$ cat src/rtl/regbank32_writer.sv
// regbank32_writer: write side of a 32 x N register bank (address decode, bulk-clear sweep, valid/ready write port).
// Latency: an accepted write shows on q the next cycle; a clear sweep zeroes one entry per cycle for 32 cycles.
// Backpressure: w_ready drops while clear is requested or a sweep runs; the sender holds its request. Macro REGBANK_ZERO_REG_EN makes entry 31 a hardwired zero.
module regbank32_writer #(
  parameter int N = 8
) (
  input  logic            clock,
  input  logic            reset,
  input  logic            clear,
  input  logic            w_valid,
  output logic            w_ready,
  input  logic [4:0]      w_addr,
  input  logic [N-1:0]    w_data,
  output logic            busy,
  output logic [32*N-1:0] q
);

  typedef enum logic {
    IDLE  = 1'b0,
    CLEAR = 1'b1
  } state_t;

  state_t       state_q;
  logic [4:0]   ptr_q;
  logic         busy_q;
  logic [N-1:0] ent_q [32];
  logic [N-1:0] ent_d [32];
  logic [31:0]  wr_en_d;
  logic         w_accept;

  // Writes are only taken in IDLE when no clear is being requested.
  always_comb begin
    w_ready  = (state_q == IDLE) & ~clear;
    w_accept = w_valid & w_ready;
    wr_en_d  = w_accept ? (32'd1 << w_addr) : 32'd0;
    busy     = busy_q;
  end

  // Per-entry next value: a decoded write, or zero when the sweep pointer reaches it.
  always_comb begin
    for (int k = 0; k < 32; k++) begin
      ent_d[k] = ent_q[k];
      if (wr_en_d[k]) begin
        ent_d[k] = w_data;
      end
      if ((state_q == CLEAR) && (ptr_q == 5'(k))) begin
        ent_d[k] = '0;
      end
    end
`ifdef REGBANK_ZERO_REG_EN
    // Entry 31 is the zero register: accepted writes to it are dropped.
    ent_d[31] = '0;
`endif
  end

  // Entry storage; reset wipes every entry, aborting any sweep in progress.
  always_ff @(posedge clock) begin
    if (!reset) begin
      for (int k = 0; k < 32; k++) begin
        ent_q[k] <= '0;
      end
    end else begin
      for (int k = 0; k < 32; k++) begin
        ent_q[k] <= ent_d[k];
      end
    end
  end

  // Sweep FSM: IDLE waits for clear, CLEAR walks ptr 0..31 then returns to IDLE.
  always_ff @(posedge clock) begin
    if (!reset) begin
      state_q <= IDLE;
      ptr_q   <= 5'd0;
      busy_q  <= 1'b0;
    end else begin
      case (state_q)
        IDLE: begin
          if (clear) begin
            state_q <= CLEAR;
            ptr_q   <= 5'd0;
            busy_q  <= 1'b1;
          end
        end
        CLEAR: begin
          if (ptr_q == 5'd31) begin
            state_q <= IDLE;
            ptr_q   <= 5'd0;
            busy_q  <= 1'b0;
          end else begin
            ptr_q <= ptr_q + 5'd1;
          end
        end
        default: begin
          state_q <= IDLE;
          ptr_q   <= 5'd0;
          busy_q  <= 1'b0;
        end
      endcase
    end
  end

  // Flatten entries onto the read-port bus.
  always_comb begin
    q = '0;
    for (int k = 0; k < 32; k++) begin
      q[k*N +: N] = ent_q[k];
    end
`ifdef REGBANK_ZERO_REG_EN
    q[31*N +: N] = '0;
`endif
  end

endmodule

$ cat config.mk
export PLATFORM = sky130hd
export DESIGN_NAME = regbank32_writer
export DESIGN_NICKNAME = d
export VERILOG_FILES = /design/src/rtl/regbank32_writer.sv
export SDC_FILE = /design/constraint.sdc
export NUM_CORES = 1
export LEC_CHECK = 0
export BUFFER_PORTS_ARGS = -buffer_cell sky130_fd_sc_hd__buf_2
export CAP_MARGIN = 40
export CORE_ASPECT_RATIO = 1.25
export CORE_UTILIZATION = 45
export CTS_CLUSTER_DIAMETER = 60
export CTS_CLUSTER_SIZE = 40
export DETAILED_ROUTE_END_ITERATION = 10
export PLACE_DENSITY = 0.72
export REMOVE_ABC_BUFFERS = 1
export SYNTH_ARGS = -nofsm -noshare
export SYNTH_HDL_FRONTEND = slang
export SYNTH_SLANG_ARGS = --single-unit
$ cat constraint.sdc
create_clock -name clock -period 2.1 [get_ports clock]
set_input_delay 0.105 -clock clock [delete_from_list [all_inputs] [get_ports clock]]
set_output_delay 0.105 -clock clock [all_outputs]
set_load 0.01 [all_outputs]
# Word-level counts from Yosys, hierarchy flattened
# Memories as Yosys holds them, arrays and structs flattened.
# Cells that the tools add are included.
[word_totals] reg_bits=7 input_bits=17 memories=1 elab_cells=217 mem_bits_ro=0 output_inout_bits=258 ram_bits=256 latchBits=0
[memory_table] memory="ent_q" words=32 word_bits=8 read_ports=32 rd_clocked_by_memory_dff=0 write_ports=32 line_no="26" text="logic [N-1:0] ent_q [32];"
[op_classes] mul=0 reduce_logical=34 shift=1 n_eq_ne=33 n_addsub=1 muxes=108 bitwise=36 div_mod_pow=0 magnitude_cmp=0
[op_table] cell="two-way mux 8 bit" count=96
[op_table] cell="equality test 5 bit, second input constant" count=16
[op_table] cell="equality test 5 x 4 -> 1 bit, second input constant" count=8
[op_table] cell="logical AND 1 bit" count=32
[op_table] cell="two-way mux 32 bit" count=1
[op_table] cell="OR 1 bit" count=32
[op_table] cell="left shift 1 x 5 -> 32 bit, first input constant" count=1
[op_table] cell="equality test 5 x 3 -> 1 bit, second input constant" count=4
[op_table] cell="equality test 5 x 2 -> 1 bit, second input constant" count=2
[op_table] cell="two-way mux 5 bit" count=2
[op_table] cell="one-hot mux 5 bit (2 select lines)" count=1
[op_table] cell="two-way mux 1 bit" count=6
[op_table] cell="adder 5 x 1 -> 5 bit, second input constant" count=1
[op_table] cell="equality test 5 x 1 -> 1 bit, second input constant" count=1
[op_table] cell="zero test 5 bit" count=1
[op_table] cell="one-hot mux 1 bit (2 select lines)" count=2
[op_table] cell="bitwise AND 1 bit" count=2
[op_table] cell="!= test 2 x 1 -> 1 bit, second input constant" count=1
[op_table] cell="!= test 2 bit, second input constant" count=1
[op_table] cell="inverter 1 bit" count=2
[op_table] cell="AND reduction 2 bit" count=1

# Longest topological paths before layout
# Gate-level depths: netlist (run 1).
[depth] ltp_word=7 ltp_mapped=6 depth_no_buf=6

# Worst setup path after synthesis (run 1)
# Ideal clock, no wire load.
[synth_path] path_kind="reg2reg" startpoint="register ptr_q[0]" endpoint="register ptr_q[3]" setup_ns=0.074 period_less_slack_ns=1.659 path_slack_ns=0.441 t_arrival_ns=1.585 n_path_buf=0 stages_incl_launch_ff=6 t_required_ns=2.026 path_cell_list="dfxtp_1 > ha_1 > and3_1 > ha_1 > or4b_1 > a31oi_1"
[synth_via] elab_chain_len=3 word_cells_on_any_way=4 cone_classes="add/sub: 1; eq/ne: 1; mux: 2"
[synth_rtl] element="start, declared" line_no="24" text="logic [4:0] ptr_q;"
[synth_rtl] element="start signal, assigned" line_no="90" text="ptr_q <= ptr_q + 5'd1;"
[synth_rtl] element="adder 5 x 1 -> 5 bit or equality test 5 bit (tied branches)" line_no="90, 85"
[synth_rtl] element="two-way mux 5 bit *" line_no="85" text="if (ptr_q == 5'd31) begin"
[synth_rtl] element="one-hot mux 5 bit (2 select lines) *" line_no="76" text="case (state_q)"
# Mark *: on every way between the ends. The rest lies on a longest branch, timed or not.
# A chain may end at the register's enable or synchronous reset.

==> results_dict.tcl, run 1 <==
set metrics [dict create \
    fp.coreArea_mm2 0.0230 \
    place.gp.congestion 0.781 \
    ant_nets 0 \
    clock_latency_ns 0.50 \
    viasPerCell 6.05 \
    grt_max_degree 65 \
    worst_slew_pin_slew_ns 0.676 \
    synth.avg_cell_area_um2 8.20 \
    place_inst 1751 \
    hpwl_mm 21.7 \
    synthesis.area_mm2 0.0105 \
    skew_ns 0.0172 \
    arrival_ns 2.22 \
    maxSlewViolCount 0 \
    io-pin-count 275 \
    cts_buffers 17 \
    vias 10800 \
    period_minus_slack_ns 1.87 \
    path_max_fanout 19 \
    drt-total-wl_mm 36.1 \
    status "complete, but fails checks" \
    max-clock-path-buffers 3 \
    drt-pass1-iter-count 9 \
    yosysWarnings 0 \
    total_power_mw 9.40 \
    drtIter0Drc 1082 \
    root_buffer "clkbuf_16" \
    critPathCaptureType "flip-flop" \
    syn_to_final_growth_pct 21.8 \
    clkPwrFrac_pct 39.7 \
    fmaxAchievable_mhz 535 \
    start_util_pct 45.8 \
    die_w_um 139 \
    cts_hold_buf 0 \
    ys_seq_elements 263 \
    yosysUniqueCellTypes 33 \
    antenna_found_initial 0 \
    htree_num_levels 1 \
    crit_cells 4 \
    r2r_cells 4 \
    drc 17 \
    cts.repair.resized 0 \
    rsz0062_at_grt "false" \
    hold_slack_ns 0.0881 \
    diodes 0 \
    dieArea_mm2 0.0240 \
    path_class "reg2reg" \
    leakage_nw 4.96 \
    drive_above_1_share_pct 24.7 \
    critPathCapture "ent_q[1][86]" \
    cp_num_buf_inv 1 \
    switching_share_pct 25.7 \
    r2r_start "state_q" \
    ff2ff_setup_slack_ns 0.23 \
    avgRoutedWirePerCell_um 20.3 \
    combinationalPowerShare_pct 7.0 \
    cts_tree "built" \
    rows 62 \
    grt_pass1_vias 9370 \
    drv_cap 0 \
    clk_pin_slew_ns 0.09 \
    die_h_um 173 \
    violations "design-rule violations" \
    cpPeakStageDelay_ns 0.60 \
    fin_cells 1780 \
    relSlewSlack_pct 55.0 \
    crit_family "compound AO/OA/AOI/OAI gates" \
    n_fill_cell 2129 \
    crit_start "state_q" \
    worstHoldStart "w_data[1]" \
    synthCells 1282 \
    clock_sinks 263 \
    seq_power_share_pct 53.3 \
    power_switching_mw 2.42 \
    required_ns 2.46 \
    path_cells "buf_4 -> nand3_1 -> o21ai_1 -> a21oi_1" \
    hold_violations 0 \
    num-nets-final 1506 \
    slowest_stage "o21ai_1" \
    r2r-end "ent_q[1][86]" \
    post-cts-setup-buffers 0 \
    final_core_util_pct 55.8 \
    yosysSeqAreaShare_pct 50.1 \
    placement.io_buffers 274 \
    overflow 0 \
    power.density_mw_per_mm2 735 \
    grt_pass1_wl_mm 54.7 \
    ir_worst_vdd_uv 527 \
    p_int_mw 6.99 \
    cp-start-kind "flip-flop" \
    min_period_over_period_pct 89.0 \
    setup_viol 0 \
    worstHoldPathType "in2reg" \
    grt_usage_pct 28.7 \
]
-- worst min path at each step --
stage / end / slack [ns] / cells past startpoint
after floorplan: ent_q[0][0] / 0.25 / 2
after global placement: ent_q[1][83] / 0.46 / 2
after detailed placement: ent_q[0][87] / 0.46 / 2
after CTS: ent_q[0][73] / 0.08 / 4
after global routing: ent_q[1][73] / 0.08 / 4
final: ent_q[0][97] / 0.09 / 4
-- flip-flops by register name (all words and copies together), names as in the netlist --
| register | flops |
|---|---|
| ent_q | 256 |
| ptr_q | 5 |
| busy | 1 |
| state_q | 1 |
-- power groups by stage --
| stage | clock [mW] | combinational, mW | sequential, mW |
|---|---|---|---|
| final | 3.73 | 0.655 | 5.02 |
| after global routing | 3.98 | 0.689 | 5.02 |
| after CTS | 3.79 | 0.644 | 5.01 |
| after detailed placement | 0 | 0.643 | 5.13 |
| after global placement | 0 | 0.637 | 5.13 |
| after floorplan | 0 | 0.229 | 5.15 |
-- synthesized netlist by cell type (all sizes together) --
master,number,area [µm²]
nand4bb,5,56.3
or4,1,7.51
mux2i,1,10.0
nor4b,4,80.1
dfxtp,263,5270
or2,1,6.26
or3,2,12.5
nor4bb,3,30.0
and4bb,2,25.0
buf,63,312
nand3b,6,45.0
o21ai,287,1440
and4b,2,20.0
nor4,1,21.3
nand2,7,26.3
nand3,262,1310
nand4b,2,17.5
a21oi,260,1300
ha,7,87.6
and3,1,6.26
inv,4,15.0
nor3b,1,7.51
nand2b,3,18.8
nor2b,2,12.5
nor2,4,15.0
or4b,5,50.1
clkbuf,82,310
a31oi,1,6.26
-- layer usage --
metal	wire length, µm	global-route usage (%)
met1	14800	38.5
met4	1390	11.6
met2	17100	46.7
met3	2800	3.68
met5	0	0
-- metrics by stage --
step | setup TNS (ns) | setup WS [ns] | area (µm²)
detailed placement | 0 | 0.272 | 12200
finish | 0 | 0.231 | 12800
global placement | 0 | 0.328 | 12200
CTS | 0 | 0.246 | 12800
global route | 0 | 0.0808 | 12800
floorplan | -622.86 | -3.45 | 9890
-- layout make-up --
class | instances | area [µm²] | share of cell area (%)
multi-input cells | 870 | 4680 | 36.6
clock inverters | 11 | 161 | 1.26
inverters | 4 | 15.0 | 0.117
clock buffers | 18 | 429 | 3.35
repair buffers | 326 | 1890 | 14.7
well taps | 288 | 360 | 2.81
flip-flops and latches | 263 | 5270 | 41.1
-- layout by cell type (no fill, tap or decap), types with 2 or more instances in the layout --
cell        synthesis  layout
clkbuf_16           0      17
clkinvlp_4          0       2
or3_1               2       2
o21ai_0           212     212
buf_12              0      10
nor4b_4             3       3
nand2b_1            3       3
nand3_1           262     262
nor2_1              4       4
dfxtp_1           263     263
o21ai_1            75      75
and4bb_2            2       2
buf_2              51     274
buf_4               3      42
nand4b_1            2       2
nor4bb_4            0       3
nand4bb_1           5       3
or4b_1              5       4
bufinv_16           0       2
ha_1                7       7
nor2b_1             2       2
a21oi_1           260     260
nand2_1             7       7
nand3b_1            6       6
inv_1               4       4
-- worst reg2reg max path: cells and delay by family, from the launching register on --
kind / cells / cell delay, ns
compound gates: 2 / 0.70
buf+inv: 1 / 0.27
flops: 1 / 0.48
simple gates: 1 / 0.29
-- logic make-up after synthesis --
family | share of synthesized area [%]
buffers and inverters | 6.06
adders and majority gates | 0.833
muxes | 0.0952
and+or+nand+nor | 16.8
AOI/OAI and AO/OA | 26.1
DFF | 50.1
No activity file was read; power rests on OpenSTA's default activity.
==> run 2: changes to the inputs <==
Settings changed: SETUP_SLACK_MARGIN set to 0.3.
==> results_dict.tcl, run 2 (same netlist as run 1, synthesis figures left out) <==
set metrics [dict create \
    status "complete, but fails checks" \
    violations "design-rule violations" \
    switching_share_pct 25.7 \
    clkPwrFrac_pct 39.7 \
    clk_pin_slew_ns 0.09 \
    drt-pass1-iter-count 9 \
    cts_tree "built" \
    dr_wl_met2_mm 17.2 \
    seqCellArea_mm2 0.00527 \
    path_class "reg2reg" \
    start_util_pct 45.8 \
    reg_top3 "ent_q x256, ptr_q x5" \
    largest_reg_flops 256 \
    critPathCaptureType "flip-flop" \
    cts_buffers 17 \
    maxSlewViolCount 0 \
    hpwl_mm 21.7 \
    min_period_over_period_pct 87.2 \
    relSlewSlack_pct 40.7 \
    required_ns 2.46 \
    final_core_util_pct 56.2 \
    multi_input_area_mm2 0.00477 \
    arrival_ns 2.19 \
    leakage_nw 4.98 \
    drtIter0Drc 1074 \
    drv_cap 0 \
    fp.coreArea_mm2 0.0230 \
    post-place-ws_ns 0.272 \
    place.gp.congestion 0.781 \
    rsz0062_at_grt "true" \
    seq_power_share_pct 53.3 \
    final_area_mm2 0.0129 \
    worst_slew_pin_slew_ns 0.889 \
    top_layer "met4" \
    p_int_mw 6.99 \
    rows 62 \
    die_w_um 139 \
    root_buffer "clkbuf_16" \
    grt_usage_pct 28.7 \
    regMostFlops "ent_q" \
    grt_max_degree 65 \
    grt_pass1_vias 9378 \
    combinationalPowerShare_pct 7.1 \
    clock_sinks 263 \
    syn_to_final_growth_pct 22.8 \
    max-clock-path-buffers 3 \
    hold_violations 0 \
    htree_num_levels 1 \
    drt-total-wl_mm 36.2 \
    ant_nets 0 \
    cts_hold_buf 0 \
    final_common_cell "buf_2" \
    n_fill_cell 2125 \
    wl_met1_mm 15.0 \
    dieArea_mm2 0.0240 \
    power_switching_mw 2.42 \
    period_minus_slack_ns 1.83 \
    fmaxAchievable_mhz 546 \
    ff2ff_setup_slack_ns 0.27 \
    power.density_mw_per_mm2 729 \
    worstHoldPathType "in2reg" \
    die_h_um 173 \
    worst_slack_ns 0.269 \
    drive_above_1_share_pct 26.2 \
    grt_pass1_wl_mm 54.7 \
    cp-start-kind "flip-flop" \
    setup_viol 0 \
    wl_met3_mm 2.50 \
    path_max_fanout 19 \
    antenna_found_initial 0 \
    avgRoutedWirePerCell_um 20.3 \
    drc 17 \
    num-nets-final 1508 \
    io-pin-count 275 \
    final_cell_mix "buf_2 (274), nand3_1 (262), dfxtp_1 (261)" \
    placed_cell_area_mm2 0.0122 \
    ir_worst_vdd_uv 527 \
    placement.io_buffers 274 \
    viasPerCell 5.99 \
    clock_latency_ns 0.51 \
    diodes 0 \
    overflow 0 \
    vias 10700 \
    skew_ns 0.0167 \
]
[run 2: final timing paths]
check	from	to	depth (start not counted)
setup / recovery	state_q	ent_q[0][38]	4
hold reg to reg	ent_q[1][81]	ent_q[1][81]	2
hold / removal	w_data[1]	ent_q[0][97]	4
setup reg to reg	state_q	ent_q[0][38]	4
[run 2: layout make-up]
cell class,instances,share of cell area [%]
Sequential cell,263,40.8
Multi-Input combinational cell,870,36.9
Timing Repair Buffer,328,14.8
Clock buffer,18,3.32
Tap cell,288,2.79
Clock inverter,11,1.25
Inverter,4,0.116
[run 2: worst max-delay path: stages (launching register included)]
cell      delay, ns
dfxtp_1        0.48
buf_4          0.27
nand3b_1       0.29
o21ai_1        0.58
a21oi_1        0.09
[run 2: per-stage QoR]
| stage | hold slack (ns) | power (mW) | setup TNS, ns | cells |
|---|---|---|---|---|
| 6_report | 0.0874 | 9.42 | 0 | 1782 |
| 4_1_cts | 0.0761 | 9.45 | 0 | 1780 |
| 3_5_place_dp | 0.462 | 5.77 | 0 | 1751 |
| 5_1_grt | 0.0820 | 9.70 | 0 | 1782 |
| 2_1_floorplan | 0.253 | 5.37 | -622.86 | 1137 |
| 3_3_place_gp | 0.458 | 5.77 | 0 | 1751 |
[run 2: routing by layer]
metal	GRT usage [%]	vias up
met5	0	-
met4	11.6	0
met3	3.77	85
met2	46.7	467
met1	38.5	5088
li1	-	5027
[run 2: power by group through the flow]
stage,clock network (mW),logic (mW),registers [mW]
finish,3.73,0.666,5.02
global route,3.98,0.702,5.02
CTS,3.79,0.645,5.02
detailed placement,0,0.643,5.13
global placement,0,0.637,5.13
floorplan,0,0.229,5.15
[run 2: timing repair]
item	4_1_cts	5_1_grt
resized for setup	3	23
buffers inserted	0	2
endpoints found under the setup margin	42	136
